**config.mk**
```make
export PLATFORM = sky130hd
export DESIGN_NAME = store_w_gate
export DESIGN_NICKNAME = d
export VERILOG_FILES = /design/src/rtl/store_w_gate_pkg.sv /design/src/rtl/store_w_gate_len_fifo.sv /design/src/rtl/store_w_gate.sv
export SDC_FILE = /design/constraint.sdc
export NUM_CORES = 1
export LEC_CHECK = 0
export ABC_AREA = 1
export CORE_AREA = 2 2 185 187
export DETAILED_ROUTE_END_ITERATION = 12
export DIE_AREA = 0 0 187 189
export PLACE_DENSITY_LB_ADDON = 0.15
export SYNTH_ARGS = -nofsm -noshare
export SYNTH_HDL_FRONTEND = slang
export SYNTH_SLANG_ARGS = --single-unit
```
**constraint.sdc**
```tcl
create_clock -name clk_i -period 2.39 [get_ports clk_i]
set_input_delay 0.478 -clock clk_i [delete_from_list [all_inputs] [get_ports clk_i]]
set_output_delay 0.478 -clock clk_i [all_outputs]
set_load 0.005 [all_outputs]
```
**src/rtl/store_w_gate_pkg.sv**
```systemverilog
// Shared definitions for the store W gate: AXI channel payload layouts and response codes.
// The channel structs follow the usual AXI field order. Only the fields the gate inspects matter to it.
package store_w_gate_pkg;

  localparam int unsigned DefDataWidth = 128;
  localparam int unsigned DefAddrWidth = 64;
  localparam int unsigned DefUserWidth = 1;
  localparam int unsigned LenWidth     = 8;

  typedef logic [1:0] axi_resp_t;

  localparam axi_resp_t RESP_OKAY = 2'b00;

  typedef struct packed {
    logic [3:0]              id;
    logic [DefAddrWidth-1:0] addr;
    logic [LenWidth-1:0]     len;
    logic [2:0]              size;
    logic [1:0]              burst;
  } aw_chan_t;

  typedef struct packed {
    logic [DefDataWidth-1:0]   data;
    logic [DefDataWidth/8-1:0] strb;
    logic                      last;
    logic [DefUserWidth-1:0]   user;
  } w_chan_t;

  typedef struct packed {
    axi_resp_t resp;
  } b_chan_t;

endpackage

```
**src/rtl/store_w_gate_len_fifo.sv**
```systemverilog
// Burst-length FIFO for the store W gate. The head is read straight from storage, so a pushed
// length becomes visible the cycle after its push. Pointers carry an extra wrap bit.
module store_w_gate_len_fifo
  import store_w_gate_pkg::*;
#(
  parameter int unsigned Depth = 8
) (
  input  logic                clk,
  input  logic                rst_n,
  input  logic                push,
  input  logic [LenWidth-1:0] push_len,
  input  logic                pop,
  output logic [LenWidth-1:0] head,
  output logic                full,
  output logic                empty
);

  localparam int unsigned PtrW = $clog2(Depth);

  if ((Depth < 2) || ((1 << PtrW) != Depth)) begin : g_bad_depth
    $error("store_w_gate_len_fifo: Depth must be a power of two and at least 2");
  end

  logic [LenWidth-1:0] mem [Depth];
  logic [PtrW:0]       wr_ptr_reg;
  logic [PtrW:0]       rd_ptr_reg;

  always_ff @(posedge clk or negedge rst_n) begin
    if (!rst_n) begin
      wr_ptr_reg <= '0;
      rd_ptr_reg <= '0;
    end else begin
      if (push && !full)  wr_ptr_reg <= wr_ptr_reg + 1'b1;
      if (pop  && !empty) rd_ptr_reg <= rd_ptr_reg + 1'b1;
    end
  end

  always_ff @(posedge clk) begin
    if (push && !full) mem[wr_ptr_reg[PtrW-1:0]] <= push_len;
  end

  assign head  = mem[rd_ptr_reg[PtrW-1:0]];
  assign empty = (wr_ptr_reg == rd_ptr_reg);
  assign full  = (wr_ptr_reg[PtrW] != rd_ptr_reg[PtrW]) &&
                 (wr_ptr_reg[PtrW-1:0] == rd_ptr_reg[PtrW-1:0]);

endmodule

```
**src/rtl/store_w_gate.sv**
```systemverilog
// Gates store-unit W beats behind their accepted AW bursts, regenerates w.last from the AW length,
// tracks outstanding B responses and reports sticky protocol errors plus an idle flag.
module store_w_gate
  import store_w_gate_pkg::*;
#(
  parameter int unsigned AxiDataWidth  = DefDataWidth,
  parameter int unsigned AxiAddrWidth  = DefAddrWidth,
  parameter int unsigned NrOutstanding = 8,
  parameter type         axi_aw_t      = aw_chan_t,
  parameter type         axi_w_t       = w_chan_t,
  parameter type         axi_b_t       = b_chan_t
) (
  input  logic    clk_i,
  input  logic    rst_ni,
  input  logic    aw_valid_i,
  output logic    aw_ready_o,
  input  axi_aw_t aw_i,
  output logic    aw_valid_o,
  input  logic    aw_ready_i,
  output axi_aw_t aw_o,
  input  logic    w_valid_i,
  output logic    w_ready_o,
  input  axi_w_t  w_i,
  output logic    w_valid_o,
  input  logic    w_ready_i,
  output axi_w_t  w_o,
  input  logic    b_valid_i,
  output logic    b_ready_o,
  input  axi_b_t  b_i,
  output logic    idle_o,
  output logic    err_o
);

  localparam int unsigned CntW = $clog2(NrOutstanding + 1);

  if (($bits(w_i.data) != AxiDataWidth) || ($bits(aw_i.addr) != AxiAddrWidth) ||
      ($bits(aw_i.len) != LenWidth)) begin : g_bad_width
    $error("store_w_gate: channel struct widths disagree with the width parameters");
  end

  logic                fifo_full;
  logic                fifo_empty;
  logic [LenWidth-1:0] fifo_head;
  logic                aw_hs;
  logic                w_hs;
  logic                last_regen;
  logic [LenWidth-1:0] beat_cnt_reg, beat_cnt_next;
  logic [CntW-1:0]     out_cnt_reg, out_cnt_next;
  logic                err_reg, err_next;

  assign aw_valid_o = aw_valid_i & ~fifo_full;
  assign aw_ready_o = aw_ready_i & ~fifo_full;
  assign aw_o       = aw_i;
  assign aw_hs      = aw_valid_i & aw_ready_i & ~fifo_full;

  assign w_valid_o  = w_valid_i & ~fifo_empty;
  assign w_ready_o  = w_ready_i & ~fifo_empty;
  assign w_hs       = w_valid_i & w_ready_i & ~fifo_empty;
  assign last_regen = (beat_cnt_reg == fifo_head);

  always_comb begin
    w_o      = w_i;
    w_o.last = last_regen;
  end

  assign b_ready_o = 1'b1;
  assign idle_o    = fifo_empty & (out_cnt_reg == '0);
  assign err_o     = err_reg;

  store_w_gate_len_fifo #(
    .Depth (NrOutstanding)
  ) i_len_fifo (
    .clk      (clk_i),
    .rst_n    (rst_ni),
    .push     (aw_hs),
    .push_len (aw_i.len),
    .pop      (w_hs & last_regen),
    .head     (fifo_head),
    .full     (fifo_full),
    .empty    (fifo_empty)
  );

  always_comb begin
    beat_cnt_next = beat_cnt_reg;
    if (w_hs) beat_cnt_next = last_regen ? '0 : beat_cnt_reg + 1'b1;

    // A burst issued and a response returned in the same cycle cancel out; underflow saturates.
    out_cnt_next = out_cnt_reg;
    if (aw_hs && !b_valid_i) begin
      out_cnt_next = out_cnt_reg + 1'b1;
    end else if (!aw_hs && b_valid_i && (out_cnt_reg != '0)) begin
      out_cnt_next = out_cnt_reg - 1'b1;
    end

    err_next = err_reg;
    if (w_hs && (w_i.last != last_regen)) err_next = 1'b1;
    if (b_valid_i && ((b_i.resp != RESP_OKAY) || (out_cnt_reg == '0))) err_next = 1'b1;
  end

  always_ff @(posedge clk_i or negedge rst_ni) begin
    if (!rst_ni) begin
      beat_cnt_reg <= '0;
      out_cnt_reg  <= '0;
      err_reg      <= 1'b0;
    end else begin
      beat_cnt_reg <= beat_cnt_next;
      out_cnt_reg  <= out_cnt_next;
      err_reg      <= err_next;
    end
  end

endmodule

```
# After elaboration in Yosys (flattened, before gate mapping)
# Memories as Yosys holds them, arrays and structs flattened.
# Index checks and enable logic that the tools add are counted.
# word_totals
reg_bits	21
mem_bits_rw	64
out_inout_bits	234
wordCells	53
memories	1
# memory_table
memory	depth	width	rd	rd_ports_with_merged_regs	wr	line	rtl
i_len_fifo.mem	8	8	1	0	1	store_w_gate_len_fifo.sv:24	logic [LenWidth-1:0] mem [Depth];
# op_classes
n_addsub	5
n_eq_ne	5
muxes	7
n_bitwise	12
n_reduce_logical	18
# op_table
cell	n
adder 4 x 1 -> 4 bit (second input constant)	3
bitwise AND 1 bit	10
adder 8 x 1 -> 8 bit (second input constant)	1
== test 8 bit	1
logical AND 1 bit	8
2-to-1 mux 4 bit	2
2-to-1 mux 8 bit	1
nonzero test 2 bit	3
== test 4 bit	1
zero test 1 bit	4
zero test 4 bit	1
2-to-1 mux 1 bit	4
nonzero test 4 bit	1
subtractor 4 x 1 -> 4 bit (second input constant)	1
== test 3 bit	1
inequality test 1 bit	2
NOT 1 bit	2
logical OR 1 bit	1

# Depth between registers and ports, before layout
# depth
depth_word	9
depth_mapped	17
ltp_nobuf	16

# Hierarchy
# Synthesis repeated with hierarchy kept, for this count alone.
# hier_totals
hier_cells	640
hier_area_um2	5749.3
# modules_own_cells
mod	instances	cells_per_inst	area_each_um2
store_w_gate_len_fifo	1	269	3044.2
store_w_gate	1	371	2705.1

# Worst setup path before layout
# No wires, ideal clock.
# synth_path
path_kind	register -> register
startpoint	register i_len_fifo.rd_ptr_reg[1]
endpoint	register out_cnt_reg[3]
t_arrival_ns	2.135
t_required_ns	2.277
slack_ns	0.142
path_stages_with_launch	17
period_less_slack_ns	2.248
path_cell_list	dfrtp_1 buf_4 xnor2_1 nand2_1 nor2_1 nand2_1 nand3_1 inv_2 nand2_1 ha_1 a21o_1 a21oi_1 inv_1 o21ai_0 nand2_1 nand2_1 inv_1
# synth_between
elab_chain_len	8
elab_cells_between_ends	10
cone_classes	1 x eq/ne; 1 x mux; 2 x bitwise; 6 x reduce/logical
# synth_lines
element	line	rtl
start, declared	store_w_gate_len_fifo.sv:26	logic [PtrW:0] rd_ptr_reg;
start signal, assigned	store_w_gate_len_fifo.sv:34	if (pop && !empty) rd_ptr_reg <= rd_ptr_reg + 1'b1;
== test 3 bit *	store_w_gate_len_fifo.sv:45	(wr_ptr_reg[PtrW-1:0] == rd_ptr_reg[PtrW-1:0]);
logical AND 1 bit *	store_w_gate_len_fifo.sv:44	assign full = (wr_ptr_reg[PtrW] != rd_ptr_reg[PtrW]) &&
NOT 1 bit *	store_w_gate.sv:54	assign aw_hs = aw_valid_i & aw_ready_i & ~fifo_full;
bitwise AND 1 bit *	store_w_gate.sv:54	
zero test 1 bit	store_w_gate.sv:91	end else if (!aw_hs && b_valid_i && (out_cnt_reg != '0)) begin
logical AND 1 bit (2 in series)	store_w_gate.sv:91	
nonzero test 2 bit (no source line)	-	
end signal, assigned	store_w_gate.sv:107	out_cnt_reg <= out_cnt_next;
end, declared	store_w_gate.sv:48	logic [CntW-1:0] out_cnt_reg, out_cnt_next;
# Mark *: on every way between the ends. The rest lies on a longest branch, timed or not.
# A chain may end at the register's enable or synchronous reset.

==> flow_metrics.tcl <==
set metrics [dict create \
    status "complete, but fails checks" \
    violations "setup timing" \
    layout-drive-gt1-share_pct 32.6 \
    wl_met3_microns 4980 \
    worstHoldPathType "in2async" \
    rrSetupSlack_ns -0.08 \
    grt_overflow 0 \
    ios 470 \
    largest_reg_flops 64 \
    timing.final.ws_setup_ns -0.171 \
    p_leak_uw 0.00259 \
    finalNonFillerCells 985 \
    placed_cell_area_sq_um 5260 \
    synth_cells 667 \
    dieArea_sq_um 35300 \
    yosysSeqAreaShare_pct 42.2 \
    grt_pass1_vias 3914 \
    antenna_found_initial 0 \
    wirelength_microns 22900 \
    wire_per_inst_microns 23.2 \
    gp_congestion 0.748 \
    critPathMaxFanout 5 \
    track_usage_pct 12.7 \
    dpl_worst_slack_ns -0.221 \
    whs_ns 0.487 \
    dp_cells 947 \
    arrival_ns 2.08 \
    cp_cell_sequence "buf_6, buf_6, buf_12, nand2_1, nand3_1, nand3_2, nand2_1, nand2_1, nand2_2, nand3_2, nor2_2, nand2_2, inv_2, buf_6" \
    yosysWarnings 0 \
    nNetsFinal 774 \
    worstSetupStartpoint "i_len_fifo.rd_ptr_reg[0]$_DFFE_PN0P_" \
    dieWidth_microns 187 \
    clockPowerShare_pct 27.4 \
    powerDensity_nw_per_um2 808 \
    netlist.area_leader.share_pct 33.1 \
    antenna_cells 0 \
    slowest_delay_ns 0.40 \
    p_int_uw 3330 \
    initial_core_util_pct 17.4 \
    cts_tree "built" \
    netlist_area_sq_um 5810 \
    vias 3743 \
    ant_nets 0 \
    numCtsBuffers 9 \
    crit_slowest_cell "dfrtp_2" \
    core_sq_um 33300 \
    synth_top_area_cell "edfxtp_1" \
    rsz0062_at_grt "true" \
    grt_max_degree 22 \
    worstPathRequired_ns 1.91 \
    syn_area_per_cell_sq_um 8.70 \
    max_freq_ghz 0.391 \
    clockRootBuffer "clkbuf_16" \
    p_sw_share_pct 33.8 \
    setup_viol 4 \
    finalClockSkew_ns 0.00943 \
    post-route-min-period_ns 2.56 \
    power_frac_seq_pct 39.9 \
    postLayoutCellArea_sq_um 6230 \
    met2WireLength_microns 8990 \
    die_y_microns 189 \
    fin_crit_sh_pct 107 \
    clkLatencyLatePin_ns 0.35 \
    dr.pass1.iters 4 \
    vias_per_cell 3.80 \
    clock_sinks 85 \
    crit_path_start_kind "register" \
    clockBufferDepth 2 \
    power_frac_comb_pct 32.7 \
    ys_ff_latch 85 \
    drtIter0Drc 194 \
    dp_hpwl_microns 17300 \
    path_class "reg2out" \
    clk_pin_slew_worst_paths_ns 0.07 \
    ys_top_cells_by_area "edfxtp_1 (33%), buf_4 (30%), nand2_1 (9.4%), dfrtp_1 (9.1%), nand3_1 (5.5%)" \
    cp-end-kind "output pin" \
    syn2layout_area_growth_pct 7.28 \
    finalHoldViolations 0 \
    r2r-start "i_len_fifo.rd_ptr_reg[0]$_DFFE_PN0P_" \
    synth_cell_types 29 \
    grt_pass1_wl_microns 31100 \
    synth.net_count 909 \
    h-tree-depth 3 \
    fin_util_pct 18.7 \
    rows 67 \
    highest_layer "met5" \
    drv_slew 0 \
    p_switching_uw 1700 \
    ir_drop_uv 353 \
    io_buffers 32 \
    drv_cap 0 \
    route.detailed.drc 0 \
    wl_met1_microns 7940 \
]
-- through the flow --
step,total power [uW],TNS [ns]
6_report,5030,-0.316
5_1_grt,5350,-1.61
4_1_cts,5000,-1.56
3_5_place_dp,3230,-0.924
3_3_place_gp,3220,-0.923
2_1_floorplan,3030,0
-- power by group through the flow --
stage | Combinational, uW | Clock (uW) | Sequential (uW)
2_1_floorplan | 1080 | 0 | 1950
3_3_place_gp | 1190 | 0 | 2030
6_report | 1640 | 1380 | 2010
3_5_place_dp | 1200 | 0 | 2030
5_1_grt | 1840 | 1470 | 2040
4_1_cts | 1580 | 1420 | 2010
-- routing by layer --
layer	track usage, %	vias up
li1	-	1589
met1	12.5	1741
met2	16.8	338
met3	13.7	69
met4	4.85	6
met5	4.53	-
-- cell type report --
class	count	area, sq um
clock inverters	7	56.3
repair inverters	1	16.3
repair buffers	93	1020
multi-input cells	273	1620
clock buffers	9	225
flip-flops and latches	85	2450
fillers	3722	27100
well taps	448	561
inverters	69	278
-- critical path, delay by kind of cell (launching register included) --
kind	cells	cell delay (ns)
simple gates	9	0.81
flops	1	0.40
buf+inv	5	0.52
-- cell families (layout without fill, tap and decap cells) --
family                     Yosys count  in the layout  synth area share (%)
xor gates and xnor gates            11             11                  1.66
adders and majority gates            6              6                  1.42
DFF                                 85             85                  42.2
and+or+nand+nor                    241            241                  17.6
AOI/OAI and AO/OA                   14             14                  1.36
buffers and inverters              309            179                  35.8
other                                1              1                0.0646
-- synthesized netlist by cell type --
master and instances:
a21o_1 1, a21oi_1 2, buf_2 2, buf_4 231, buf_6 6, clkbuf_1 1
conb_1 1, dfrtp_1 21, edfxtp_1 64, fa_1 1, ha_1 5, inv_1 59
inv_2 9, inv_4 1, nand2_1 146, nand3_1 64, nand3_2 1, nand3b_2 2
nand4_1 1, nor2_1 22, nor2_2 3, nor3_1 1, o211ai_1 1, o21ai_0 6
o21ai_1 3, o21ai_2 1, or2_2 1, xnor2_1 4, xor2_1 7
-- final timing paths --
kind | cells past startpoint | end
setup / recovery | 14 | w_o[1]
hold / removal | 2 | i_len_fifo.wr_ptr_reg[2]$_DFFE_PN0P_
setup reg to reg | 19 | out_cnt_reg[3]$_DFFE_PN0P_
hold reg to reg | 1 | i_len_fifo.wr_ptr_reg[3]$_DFFE_PN0P_
max in group asynchronous | 2 | i_len_fifo.rd_ptr_reg[0]$_DFFE_PN0P_
min in group clk_i | 1 | i_len_fifo.wr_ptr_reg[3]$_DFFE_PN0P_
-- what timing repair did --
item,CTS,global route
hold buffers,0,0
pin swaps,41,23
setup buffers,23,4
gates resized for setup,105,46
gates cloned,6,0
endpoints found under the setup margin,24,84
-- layout by cell type, fill, tap and decap left out, types with 5 or more instances in the layout --
cell	n
nor2_2	7
edfxtp_1	64
o21ai_0	5
xor2_1	7
nand2_1	118
nand3_2	24
inv_2	13
buf_6	18
inv_1	54
buf_12	8
clkbuf_16	9
nand2_2	24
nor2_4	8
nor2_1	10
nand3_1	39
clkdlybuf4s50_1	26
dfrtp_1	20
buf_4	29
Note: power is estimated with default switching activity, not from simulation.
